### config.mk
export PLATFORM = sky130hd
export DESIGN_NAME = frame_buf_writer_flat
export DESIGN_NICKNAME = d
export VERILOG_FILES = /design/src/rtl/frame_buf_writer_if.sv /design/src/rtl/frame_buf_writer.sv /design/src/flat_wrapper.sv
export SDC_FILE = /design/constraint.sdc
export NUM_CORES = 1
export LEC_CHECK = 0
export CAP_MARGIN = 20
export CELL_PAD_IN_SITES_DETAIL_PLACEMENT = 0
export CELL_PAD_IN_SITES_GLOBAL_PLACEMENT = 2
export CORE_UTILIZATION = 31
export DETAILED_ROUTE_END_ITERATION = 8
export PLACE_DENSITY_LB_ADDON = 0.05
export SYNTH_ARGS = -nofsm -noshare
export SYNTH_HDL_FRONTEND = slang
export SYNTH_SLANG_ARGS = --single-unit
### constraint.sdc
create_clock -name vclk -period 4.2 [get_ports vclk]
set_input_delay 0.84 -clock vclk [delete_from_list [all_inputs] [get_ports vclk]]
set_output_delay 0.84 -clock vclk [all_outputs]
set_load 0.02 [all_outputs]
### src/rtl/frame_buf_writer_if.sv
// Pixel stream into the frame buffer writer: one grayscale pixel per cycle
// while pix_valid is high, with a start-of-frame flag and target view select.
`timescale 1ns/1ps
interface frame_buf_writer_if;
    logic [7:0] pix_data;
    logic       pix_valid;
    logic       pix_sof;
    logic       pix_eye;

    modport master (output pix_data, pix_valid, pix_sof, pix_eye);
    modport slave  (input  pix_data, pix_valid, pix_sof, pix_eye);
endinterface

### src/rtl/frame_buf_writer.sv
// Writes a quantized 3-bit image stream into a left or right view buffer.
// Optional FRAME_BUF_WRITER_AUTO_EYE_EN: view chosen by an internal toggle flipped per completed frame.
`timescale 1ns/1ps
module frame_buf_writer #(
    parameter int IMG_W = 100,
    parameter int IMG_H = 100
) (
    input  logic               vclk,
    input  logic               rst,
    frame_buf_writer_if.slave  pix,
    output logic [15:0]        wraddrl,
    output logic [15:0]        wraddrr,
    output logic [2:0]         wrdatal,
    output logic [2:0]         wrdatar,
    output logic               wrenl,
    output logic               wrenr,
    output logic               wrclkl,
    output logic               wrclkr,
    output logic               done_l,
    output logic               done_r,
    output logic               err_short
);
    localparam int          TOTAL     = IMG_W * IMG_H;
    localparam logic [15:0] LAST_ADDR = 16'(TOTAL - 1);

    typedef enum logic {IDLE, WRITE} state_t;

    state_t      state_reg;
    logic [15:0] addr_reg;
    logic        eye_reg;

    logic        accept_sof;
    logic        accept_pix;
    logic        eye_at_sof;
    logic        sel_eye;
    logic        last_pix;
    logic [15:0] wr_addr;
    logic [8:0]  q_sum;
    logic [2:0]  q_val;

`ifdef FRAME_BUF_WRITER_AUTO_EYE_EN
    logic toggle_reg;
    logic unused_eye;
    assign unused_eye = pix.pix_eye;
    assign eye_at_sof = toggle_reg;
`else
    assign eye_at_sof = pix.pix_eye;
`endif

    assign wrclkl = vclk;
    assign wrclkr = vclk;

    always_comb begin
        // (d+16)>>5 reaches 8 only when the 9-bit sum overflows into bit 8
        q_sum      = {1'b0, pix.pix_data} + 9'd16;
        q_val      = q_sum[8] ? 3'd7 : q_sum[7:5];
        accept_sof = pix.pix_valid & pix.pix_sof;
        accept_pix = accept_sof | (pix.pix_valid & (state_reg == WRITE));
        wr_addr    = accept_sof ? 16'd0 : addr_reg;
        sel_eye    = accept_sof ? eye_at_sof : eye_reg;
        last_pix   = (wr_addr == LAST_ADDR);
    end

    always_ff @(posedge vclk) begin
        if (rst) begin
            state_reg <= IDLE;
            addr_reg  <= '0;
            eye_reg   <= 1'b0;
            wraddrl   <= '0;
            wraddrr   <= '0;
            wrdatal   <= '0;
            wrdatar   <= '0;
            wrenl     <= 1'b0;
            wrenr     <= 1'b0;
            done_l    <= 1'b0;
            done_r    <= 1'b0;
            err_short <= 1'b0;
`ifdef FRAME_BUF_WRITER_AUTO_EYE_EN
            toggle_reg <= 1'b0;
`endif
        end else begin
            wrenl     <= 1'b0;
            wrenr     <= 1'b0;
            done_l    <= 1'b0;
            done_r    <= 1'b0;
            err_short <= accept_sof & (state_reg == WRITE);
            if (accept_pix) begin
                eye_reg <= sel_eye;
                if (sel_eye) begin
                    wrenr   <= 1'b1;
                    wraddrr <= wr_addr;
                    wrdatar <= q_val;
                end else begin
                    wrenl   <= 1'b1;
                    wraddrl <= wr_addr;
                    wrdatal <= q_val;
                end
                // Finish on the last address so the counter never runs past the view
                if (last_pix) begin
                    state_reg <= IDLE;
                    addr_reg  <= '0;
                    done_r    <= sel_eye;
                    done_l    <= ~sel_eye;
`ifdef FRAME_BUF_WRITER_AUTO_EYE_EN
                    toggle_reg <= ~toggle_reg;
`endif
                end else begin
                    state_reg <= WRITE;
                    addr_reg  <= wr_addr + 16'd1;
                end
            end
        end
    end
endmodule

### src/flat_wrapper.sv
// flat-port wrapper written by rule: the top's interface ports become plain ports
module frame_buf_writer_flat 
#(
    parameter int IMG_W = 100,
    parameter int IMG_H = 100
)
  (vclk, rst, wraddrl, wraddrr, wrdatal, wrdatar, wrenl, wrenr, wrclkl, wrclkr, done_l, done_r, err_short, pix_pix_data, pix_pix_valid, pix_pix_sof, pix_pix_eye);
  frame_buf_writer_if pix_i ();
  input  logic vclk;
  input  logic rst;
  output logic [15:0] wraddrl;
  output logic [15:0] wraddrr;
  output logic [2:0] wrdatal;
  output logic [2:0] wrdatar;
  output logic wrenl;
  output logic wrenr;
  output logic wrclkl;
  output logic wrclkr;
  output logic done_l;
  output logic done_r;
  output logic err_short;
  input wire logic [$bits(pix_i.pix_data)-1:0] pix_pix_data;
  input wire logic [$bits(pix_i.pix_valid)-1:0] pix_pix_valid;
  input wire logic [$bits(pix_i.pix_sof)-1:0] pix_pix_sof;
  input wire logic [$bits(pix_i.pix_eye)-1:0] pix_pix_eye;
  assign pix_i.pix_data = pix_pix_data;
  assign pix_i.pix_valid = pix_pix_valid;
  assign pix_i.pix_sof = pix_pix_sof;
  assign pix_i.pix_eye = pix_pix_eye;
  frame_buf_writer #(.IMG_W(IMG_W), .IMG_H(IMG_H)) u_core (.vclk(vclk), .rst(rst), .pix(pix_i), .wraddrl(wraddrl), .wraddrr(wraddrr), .wrdatal(wrdatal), .wrdatar(wrdatar), .wrenl(wrenl), .wrenr(wrenr), .wrclkl(wrclkl), .wrclkr(wrclkr), .done_l(done_l), .done_r(done_r), .err_short(err_short));
endmodule
# After elaboration in Yosys (flattened, before gate mapping)
# Index checks and enable logic that the tools add are counted.
# op_classes
reduce_logical,4
n_eq_ne,1
mux,7
bitwise,7
add_sub_neg,2
# op_table
cell,count
two-way mux 16 bit,2
"adder 16 x 1 -> 16 bit, second input constant",1
"equality test 16 x 14 -> 1 bit, second input constant",1
"adder 8 x 5 -> 9 bit, second input constant",1
two-way mux 1 bit,4
AND reduction 2 bit,2
bitwise AND 1 bit,3
two-way mux 3 bit,1
inverter 1 bit,3
OR reduction 3 bit,1
OR reduction 2 bit,1
OR 1 bit,1
# totals
wordCells,33
reg_bits,61
out_inout_bits,45
in_bits,13

# Longest topological paths before layout
# depth
depth_word,5
mapped_depth,11
ltp_nobuf,8

==> impl_metrics.json <==
{
  "outcome": "complete, no violations",
  "rsz0062_at_grt": "false",
  "drt-initial-drc-count": 58,
  "grt-ovfl-total": 0,
  "yosysMostFrequentCell": "dfxtp_1",
  "antenna_found_initial": 0,
  "track_usage_pct": 18.7,
  "stdcell_area_sq_um": 3550,
  "wl_met1_um": 3990,
  "tritoncts": "done",
  "route.antenna.remaining_nets": 0,
  "place_inst": 474,
  "tightest_slew_ps": 1030,
  "gp_congestion": 0.800,
  "cts_setup_buffers": 0,
  "crit_type": "clk -> out",
  "synth_commonest_cells": "61 x dfxtp_1, 60 x nand2_1, 47 x a21oi_1",
  "dieArea_sq_um": 9180,
  "yosysTopAreaCell": "dfxtp_1",
  "fp-row-count": 33,
  "p_leak_uw": 0.00121,
  "port_buffers": 53,
  "cp_cell_sequence": "clkbuf_8 -> clkbuf_8 -> clkdlybuf4s50_1",
  "detail_route.vias_per_cell": 5.04,
  "synth.area.top_cells": "dfxtp_1 45%, a21oi_1 8.6%, nand2_1 8.3%",
  "ys_async_sr_fraction_pct": 0,
  "yosys.area.top_type_share_pct": 44.8,
  "ys_warn_count": 0,
  "drive_gt1_share_pct": 12.3,
  "worstPathMaxFanout": 2,
  "fp.dieW_um": 95.8,
  "synth_edf_count": 0,
  "met3_length_um": 326,
  "p_per_area_nw_per_um2": 393,
  "cp_slowest_cell": "clkdlybuf4s50_1",
  "critical_path_buf_inv_count": 3,
  "multi_input_area_sq_um": 1350,
  "netlist_area_sq_um": 2730,
  "hold_class": "reg -> reg",
  "place_area_sq_um": 3290,
  "crit_path_frequent_cell": "clkbuf_8",
  "fill_cells": 864,
  "slew_headroom_pct": 31.5,
  "finalHoldViolations": 0,
  "die_y_um": 95.8,
  "top_layer": "met4",
  "fin_tns_setup_ps": 0,
  "clk-insertion-delay-late_ps": 450,
  "grt_pass1_vias": 2313,
  "route.met2.wl_um": 3310,
  "skew_ps": 10.0,
  "crit_required_ps": 3360,
  "slowest_delay_ps": 520,
  "diodes": 0,
  "via_count": 2492,
  "fin_nets": 399,
  "ys_ff_latch": 61,
  "route.detailed.drc": 0,
  "drt_first_pass_iters": 4,
  "grt_max_degree": 53,
  "seq_area_frac_synth_pct": 44.8,
  "io_pins": 58,
  "synthesis.nets": 347,
  "seq_area_sq_um": 1220,
  "cts_resized": 0,
  "avgRoutedWirePerCell_um": 15.7,
  "ctsHoldBuffers": 0,
  "cp-end-kind": "output pin",
  "area_delta_synth_final_pct": 30.2,
  "initial_core_util_pct": 32.5,
  "routed_wl_um": 7780,
  "yosysUniqueCellTypes": 48,
  "cap_violations": 0,
  "ir_drop_v": 0.000201,
  "fin_cells": 494,
  "avgSynthCellArea_sq_um": 8.22,
  "clk_pin_slew_worst_paths_ps": 80,
  "grt_pass1_wl_um": 12400,
  "synthCells": 332,
  "worstPathArrival_ps": 2860,
  "drv_slew": 0,
  "start_kind": "clock port",
  "synth-main-ff-cell": "dfxtp_1",
  "critPathTopFamily": "buffers and inverters",
  "dp_hpwl_um": 5110,
  "setup-violations-final": 0,
  "final_util_pct": 42.4,
  "core_sq_um": 8380
}
-- cell type report --
cell class | count | area share (%)
well taps | 105 | 3.70
multi-input cells | 245 | 37.9
repair buffers | 58 | 15.7
inverters | 3 | 0.317
flip-flops and latches | 61 | 34.4
clock inverters | 6 | 1.97
clock buffers | 16 | 5.99
-- layer usage --
layer / track usage [%] / up-vias
met5: 0 / -
met4: 9.33 / 0
met3: 4.66 / 14
met2: 27.6 / 57
met1: 25.1 / 1171
li1: - / 1250
-- kinds of logic (layout without fill, tap and decap cells) --
kind of cell    Yosys count  after routing  share of synthesized area, %
simple gates            158            158                          28.9
buf+inv                  26             83                          5.83
xor+xnor                  1              1                         0.321
flops                    61             61                          44.8
fa+ha+maj                 2              2                         0.917
compound gates           82             82                          18.6
mux                       2              2                         0.734
-- report_power, final --
group          internal [uW]  total [uW]  leakage [uW]  switching [uW]
combinational           30.3        90.0      0.000571            59.8
sequential               585         589      0.000493            4.24
clock                    409         717      0.000144             308
-- stage by stage --
step | power, uW | setup WS, ps | hold slack (ps)
after floorplan | 714 | 1130 | 464
after global placement | 757 | 752 | 437
after detailed placement | 757 | 752 | 445
after CTS | 1410 | 492 | 459
after global routing | 1460 | 478 | 470
final | 1400 | 500 | 455
-- worst min-delay path, cell delays in order (launching register included) --
cell and delay [ps]:
dfxtp_1 320, nand2_1 50, a21oi_1 50
-- path summary, 6_finish.rpt --
path                                    startpoint  cells past startpoint  slack, ps                   to
worst min register to register   u_core.wrdatal[1]                      2        460    u_core.wrdatal[1]
worst min-delay path             u_core.wrdatal[1]                      2        460    u_core.wrdatal[1]
worst max register to register  u_core.addr_reg[0]                      7       2060  u_core.addr_reg[13]
worst max-delay path                          vclk                      3        500               wrclkr
-- layout by cell type (no fill, tap or decap), drive strengths merged, types with 4 or more instances in the layout --
master and n:
clkdlybuf4s50 52, inv 5, nand4 5, nand3 17, nor3 5, nor2 41, a31oi 5, and2 8
nor4 4, a211oi 4, nand2 62, a21oi 47, dfxtp 61, buf 8, clkbuf 14, o21ai 13
nand2b 4
No activity file was read; power rests on OpenSTA's default activity.
==> RTL edit 1 (same settings) <==
The option `FRAME_BUF_WRITER_AUTO_EYE_EN` is turned on by a define.
--- a/src/rtl/frame_buf_writer.sv
+++ b/src/rtl/frame_buf_writer.sv
@@ -1,6 +1,8 @@
 // Writes a quantized 3-bit image stream into a left or right view buffer.
 // Optional FRAME_BUF_WRITER_AUTO_EYE_EN: view chosen by an internal toggle flipped per completed frame.
 `timescale 1ns/1ps
+`define FRAME_BUF_WRITER_AUTO_EYE_EN
+
 module frame_buf_writer #(
     parameter int IMG_W = 100,
     parameter int IMG_H = 100
Formal check against the unedited RTL: not equivalent (a bounded check fails within 4 cycles, from zero or initial values and one cycle with rst high).
==> RTL edit 1 against the unedited design <==
Cell area shrank 2.0%; synthesized area is 1.7% lower; synthesized cell count is 0.60% lower; setup slack better by 0.0032 ns; sequential cell count is 1 higher; register-to-register slack lost 0.24 ns; first-iteration DRC count grew to 2.6 times the old value; wire length up 3.0%; via count up 0.36%; total power down 7.2%; clock skew is 0.0036 ns lower; combinational power is 2.6% lower; largest cell class unchanged; largest power group unchanged.
==> RTL edit 1: results (changes against the unedited design) <==
| Metric | Value |
|---|---|
| Overall routing resource usage | 0.193 (+0.00648) |
| Post-Synth Adder-Cell Area | 0.00934 (+0.000163) |
| Initial drt markers | 153 (+160%) |
| Compound-Gate Fraction of Synth Area | 0.162 (-0.0233) |
| Reg2reg end | u_core.addr_reg[10] |
| Multiplexer area fraction after synthesis | 0.0261 (+0.0188) |
| Post-synth net total | 345 (-0.58%) |
| R2R Setup Slk | 1.82 ns (-0.24 ns) |
| Worst slew pin tran | 0.829 ns (-0.198 ns) |
| RR Startpoint | u_core.addr_reg[1] |
| Yosys cell types | 46 (-4.2%) |
| Synth area leaders | dfxtp_1 (46%), a21oi_1 (8.0%), nand2_1 (6.4%), nor2_1 (5.9%), nand3_1 (4.9%) |
| Post-synth top cells | dfxtp_1 (62), nand2_1 (46), a21oi_1 (43), nor2_1 (42), nand3_1 (26) |
| Post-route setup slack | 0.503 ns (+0.00319 ns) |
| Peak supply drop | 454 uV (+130%) |
| CP endpoint | wrclkl |
| Drt wl/cell | 16.4 um (+3.9%) |
| Vias in the first global route | 2368 (+2.4%) |
| Layout cells sized above 1 | 0.0987 (-0.0247) |
| Leak Pwr | 1.21 nW (+0.45%) |
| Initial antenna violation count | 0 (unchanged) |
| XOR/XNOR share of the synthesized area | 0.00327 (+0.0000570) |
| Final instance area | 3480 um^2 (-2.0%) |
| Pin count of the biggest net entering global routing | 44 (-17%) |
| First-pass GRT wire length | 12800 um (+3.0%) |
| Pre-CTS setup slack | 0.583 ns (-0.168 ns) |
| Ys async rst share | 0 (unchanged) |
| Seq/Total Area, Yosys | 0.463 (+0.0154) |
| Placed cell area | 3270 um^2 (-0.53%) |
| Detail Placement HPWL | 5220 um (+2.2%) |
| IO Port Bufs | 52 (-1.9%) |
| Status | completed |
| Final Net Count | 396 (-0.75%) |
| CP max FO | 2 (unchanged) |
| Skew final | 0.00640 ns (-0.00364 ns) |
| GPL Wtd Cong | 0.768 (-4.0%) |
[RTL edit 1: changes by cell type after synthesis, sizes merged, moves of 4 or more]
cell / change
nand2: -16
o21ai: -8
buf: -5
a21oi: -4
mux2i: +5
nand3: +10
clkbuf: +8
nor3: +4
and2: -5
and3: +4
[RTL edit 1: stage by stage]
stage,hold WS [ns],cells
6_report,0.454,490
5_1_grt,0.473,490
4_1_cts,0.459,490
3_5_place_dp,0.449,471
3_3_place_gp,0.445,471
2_1_floorplan,0.475,330
[RTL edit 1: layer usage]
| metal | global-route usage | share of wire | vias up |
|---|---|---|---|
| met5 | 0 | 0 | - |
| met4 | 0.0808 | 0.015 | 0 |
| met3 | 0.0491 | 0.047 | 11 |
| met2 | 0.280 | 0.42 | 59 |
| met1 | 0.269 | 0.51 | 1174 |
| li1 | - | - | 1257 |
[RTL edit 1: final cells by class]
type	instances	share of cell area
Multi-Input combinational cell	237	0.370
Inverter	5	0.00539
Timing Repair Buffer	60	0.164
Sequential cell	62	0.356
Clock buffer	16	0.0582
Tap cell	105	0.0377
Clock inverter	5	0.00791
[RTL edit 1: worst register-to-register path, cell delays in order, from the launching register on]
cell and delay [ns]:
dfxtp_1 0.45, and2_1 0.25, ha_1 0.24, nand3_1 0.11, or3_4 0.35, or2_1 0.45, a211oi_1 0.31, nor3_1 0.08
[RTL edit 1: worst min-delay path by stage]
stage | startpoint | end | slack [ns] | cells after the start
6_report | u_core.wraddrr[2] | u_core.wraddrr[2] | 0.45 | 2
5_1_grt | u_core.wraddrr[3] | u_core.wraddrr[3] | 0.47 | 2
4_1_cts | u_core.wraddrr[2] | u_core.wraddrr[2] | 0.46 | 2
3_5_place_dp | u_core.wraddrr[2] | u_core.wraddrr[2] | 0.45 | 2
3_3_place_gp | u_core.wraddrl[15] | u_core.wraddrl[15] | 0.44 | 2
2_1_floorplan | u_core.addr_reg[1] | u_core.addr_reg[1] | 0.47 | 2
[RTL edit 1: kinds of logic (layout without fill, tap and decap cells)]
kind of cell,count (synthesis),in the layout
AO/OA/AOI/OAI,72,72
XOR/XNOR,1,1
AND/OR/NAND/NOR,155,155
flip-flops,62,62
multiplexers,7,7
buffers and inverters,31,86
adder cells (fa/ha/maj),2,2
[RTL edit 1: where the power goes]
group          internal [W]  switching (W)  leakage (nW)
logic             0.0000297      0.0000579         0.594
registers          0.000594     0.00000499         0.501
clock network      0.000320       0.000288         0.118
total              0.000944       0.000351          1.21
==> RTL edit 2 (same settings) <==
Without the edit above. Remove the register `err_short`: a continuous assignment takes its place, so the output `err_short` follows one clock earlier.
--- a/src/rtl/frame_buf_writer.sv
+++ b/src/rtl/frame_buf_writer.sv
@@ -74,7 +74,6 @@
             wrenr     <= 1'b0;
             done_l    <= 1'b0;
             done_r    <= 1'b0;
-            err_short <= 1'b0;
 `ifdef FRAME_BUF_WRITER_AUTO_EYE_EN
             toggle_reg <= 1'b0;
 `endif
@@ -83,7 +82,6 @@
             wrenr     <= 1'b0;
             done_l    <= 1'b0;
             done_r    <= 1'b0;
-            err_short <= accept_sof & (state_reg == WRITE);
             if (accept_pix) begin
                 eye_reg <= sel_eye;
                 if (sel_eye) begin
@@ -111,5 +109,7 @@
             end
         end
     end
+
+    assign err_short = accept_sof & (state_reg == WRITE);
 endmodule
 
Formal check against the unedited RTL: not equivalent (Yosys sat finds a counterexample within 4 cycles, from zero or initial values and one cycle with rst high).
==> RTL edit 2 against the unedited design <==
Non-clock buffer count shrank 1; critical path type unchanged; synthesized area grew 2.0%; synthesized cell count up 3.6%; largest cell class unchanged; cell count rose by 1.6%; sequential cell count is 1 lower; sequential share of layout area decreased by 0.46 points; setup slack barely moved; cell area is 0.32% lower; via count rose by 0.96%; largest power group unchanged; total power down 2.8%; sequential power shrank 1%; wire length is 3.6% higher.
==> RTL edit 2: results (changes against the unedited design) <==
| Metric | Value |
|---|---|
| Syn Inst Count | 344 (+3.6%) |
| Post-synth top cells | dfxtp_1 (60), nor2_1 (55), a21oi_1 (46), nand2_1 (45), nand3_1 (25) |
| Hold WC Path Type | reg -> reg |
| CP max FO | 2 (unchanged) |
| Peak supply drop | 376 uV (+87%) |
| Worst-Skew Late Latency | 0.44 ns |
| Pin count of the biggest net entering global routing | 34 (-36%) |
| Fillers | 935 (+8.2%) |
| Skew final | 0.0116 ns (+0.00155 ns) |
| Post-synth EDFFs | 0 (unchanged) |
| First-pass GRT wire length | 13300 um (+6.7%) |
| Placed cell count | 483 (+1.9%) |
| Post_cts resized | 0 (unchanged) |
| Overall routing resource usage | 0.183 (-0.00394) |
| Initial drt markers | 92 (+59%) |
| Setup Buffers After CTS | 0 (unchanged) |
| Switching share of power | 0.259 (-0.00753) |
| Seq/Total Area, Yosys | 0.432 (-0.0159) |
| Detail Placement HPWL | 5440 um (+6.4%) |
| Status | completed |
| Vias per cell | 5.01 (-0.65%) |
| ANT cells | 0 (unchanged) |
| Rel. slew slack | 0.475 (+0.159) |
| Routed WL | 8060 um (+3.6%) |
| Leak Pwr | 1.24 nW (+3.0%) |
| Layout cells sized above 1 | 0.102 (-0.0219) |
| Detailed Routing Iterations Pass 1 | 4 (unchanged) |
| GPL Wtd Cong | 0.751 (-6.1%) |
| Synth area leaders | dfxtp_1 (43%), a21oi_1 (8.3%), nor2_1 (7.4%), nand2_1 (6.1%), nand3_1 (4.5%) |
| Synth Warn # | 0 (unchanged) |
| Placed cell area | 3290 um^2 (+0.15%) |
| Clock transition at path regs | 0.07 ns |
| Routed vias | 2516 (+0.96%) |
| Post-synth net total | 359 (+3.5%) |
| Dominant synthesized flop cell | dfxtp_1 |
| Ys async rst share | 0 (unchanged) |
| Yosys cell types | 53 (+10%) |
| IO Port Bufs | 53 (unchanged) |
| Initial antenna violation count | 0 (unchanged) |
| Final Net Count | 405 (+1.5%) |
-- RTL edit 2: per-stage QoR --
stage / total power (W) / hold slack [ns] / setup slack, ns / util
2_1_floorplan: 0.000710 / 0.486 / 1.13 / -
3_3_place_gp: 0.000749 / 0.442 / 0.738 / 0.378
3_5_place_dp: 0.000750 / 0.449 / 0.670 / 0.378
4_1_cts: 0.00139 / 0.458 / 0.488 / 0.406
5_1_grt: 0.00142 / 0.482 / 0.489 / 0.406
6_report: 0.00136 / 0.453 / 0.500 / 0.406
-- RTL edit 2: worst paths after layout --
path                 startpoint  cells after the start             endpoint  slack (ns)
max                        vclk                      3               wrclkr        0.50
min          u_core.wraddrr[14]                      2   u_core.wraddrr[14]        0.45
max reg2reg  u_core.addr_reg[0]                      8  u_core.addr_reg[10]        2.02
min reg2reg  u_core.wraddrr[14]                      2   u_core.wraddrr[14]        0.45
-- RTL edit 2: power by group through the flow --
stage | Combinational [W] | Sequential (W) | Clock, W
detailed placement | 0.0000919 | 0.000594 | 0.0000639
finish | 0.0000907 | 0.000581 | 0.000686
global placement | 0.0000914 | 0.000594 | 0.0000639
floorplan | 0.0000568 | 0.000598 | 0.0000556
global route | 0.0000998 | 0.000581 | 0.000742
CTS | 0.0000923 | 0.000581 | 0.000712
-- RTL edit 2: kinds of logic after synthesis --
group,synth area share
buffers and inverters,0.0747
multiplexers,0.00720
flip-flops,0.432
AO/OA/AOI/OAI,0.176
adder cells (fa/ha/maj),0.00900
AND/OR/NAND/NOR,0.301
-- RTL edit 2: area by class of cell --
class                           count  area, um^2  area share
Timing Repair Buffer               57         551       0.155
Inverter                            4        15.0     0.00424
Clock buffer                       17         216      0.0611
Clock inverter                      4        50.0      0.0141
Sequential cell                    60        1200       0.339
Multi-Input combinational cell    252        1370       0.388
Tap cell                          108         135      0.0382
-- RTL edit 2: critical path, cell delays in order --
cell             delay, ns
clkbuf_8              0.11
clkbuf_8              0.12
clkdlybuf4s50_1       0.52
-- RTL edit 2: layer usage --
layer / up-vias / global-route usage / share of wire
li1: 1289 / - / -
met1: 1175 / 0.239 / 0.49
met2: 45 / 0.279 / 0.45
met3: 7 / 0.0636 / 0.048
met4: 0 / 0.0620 / 0.0081
met5: - / 0 / 0
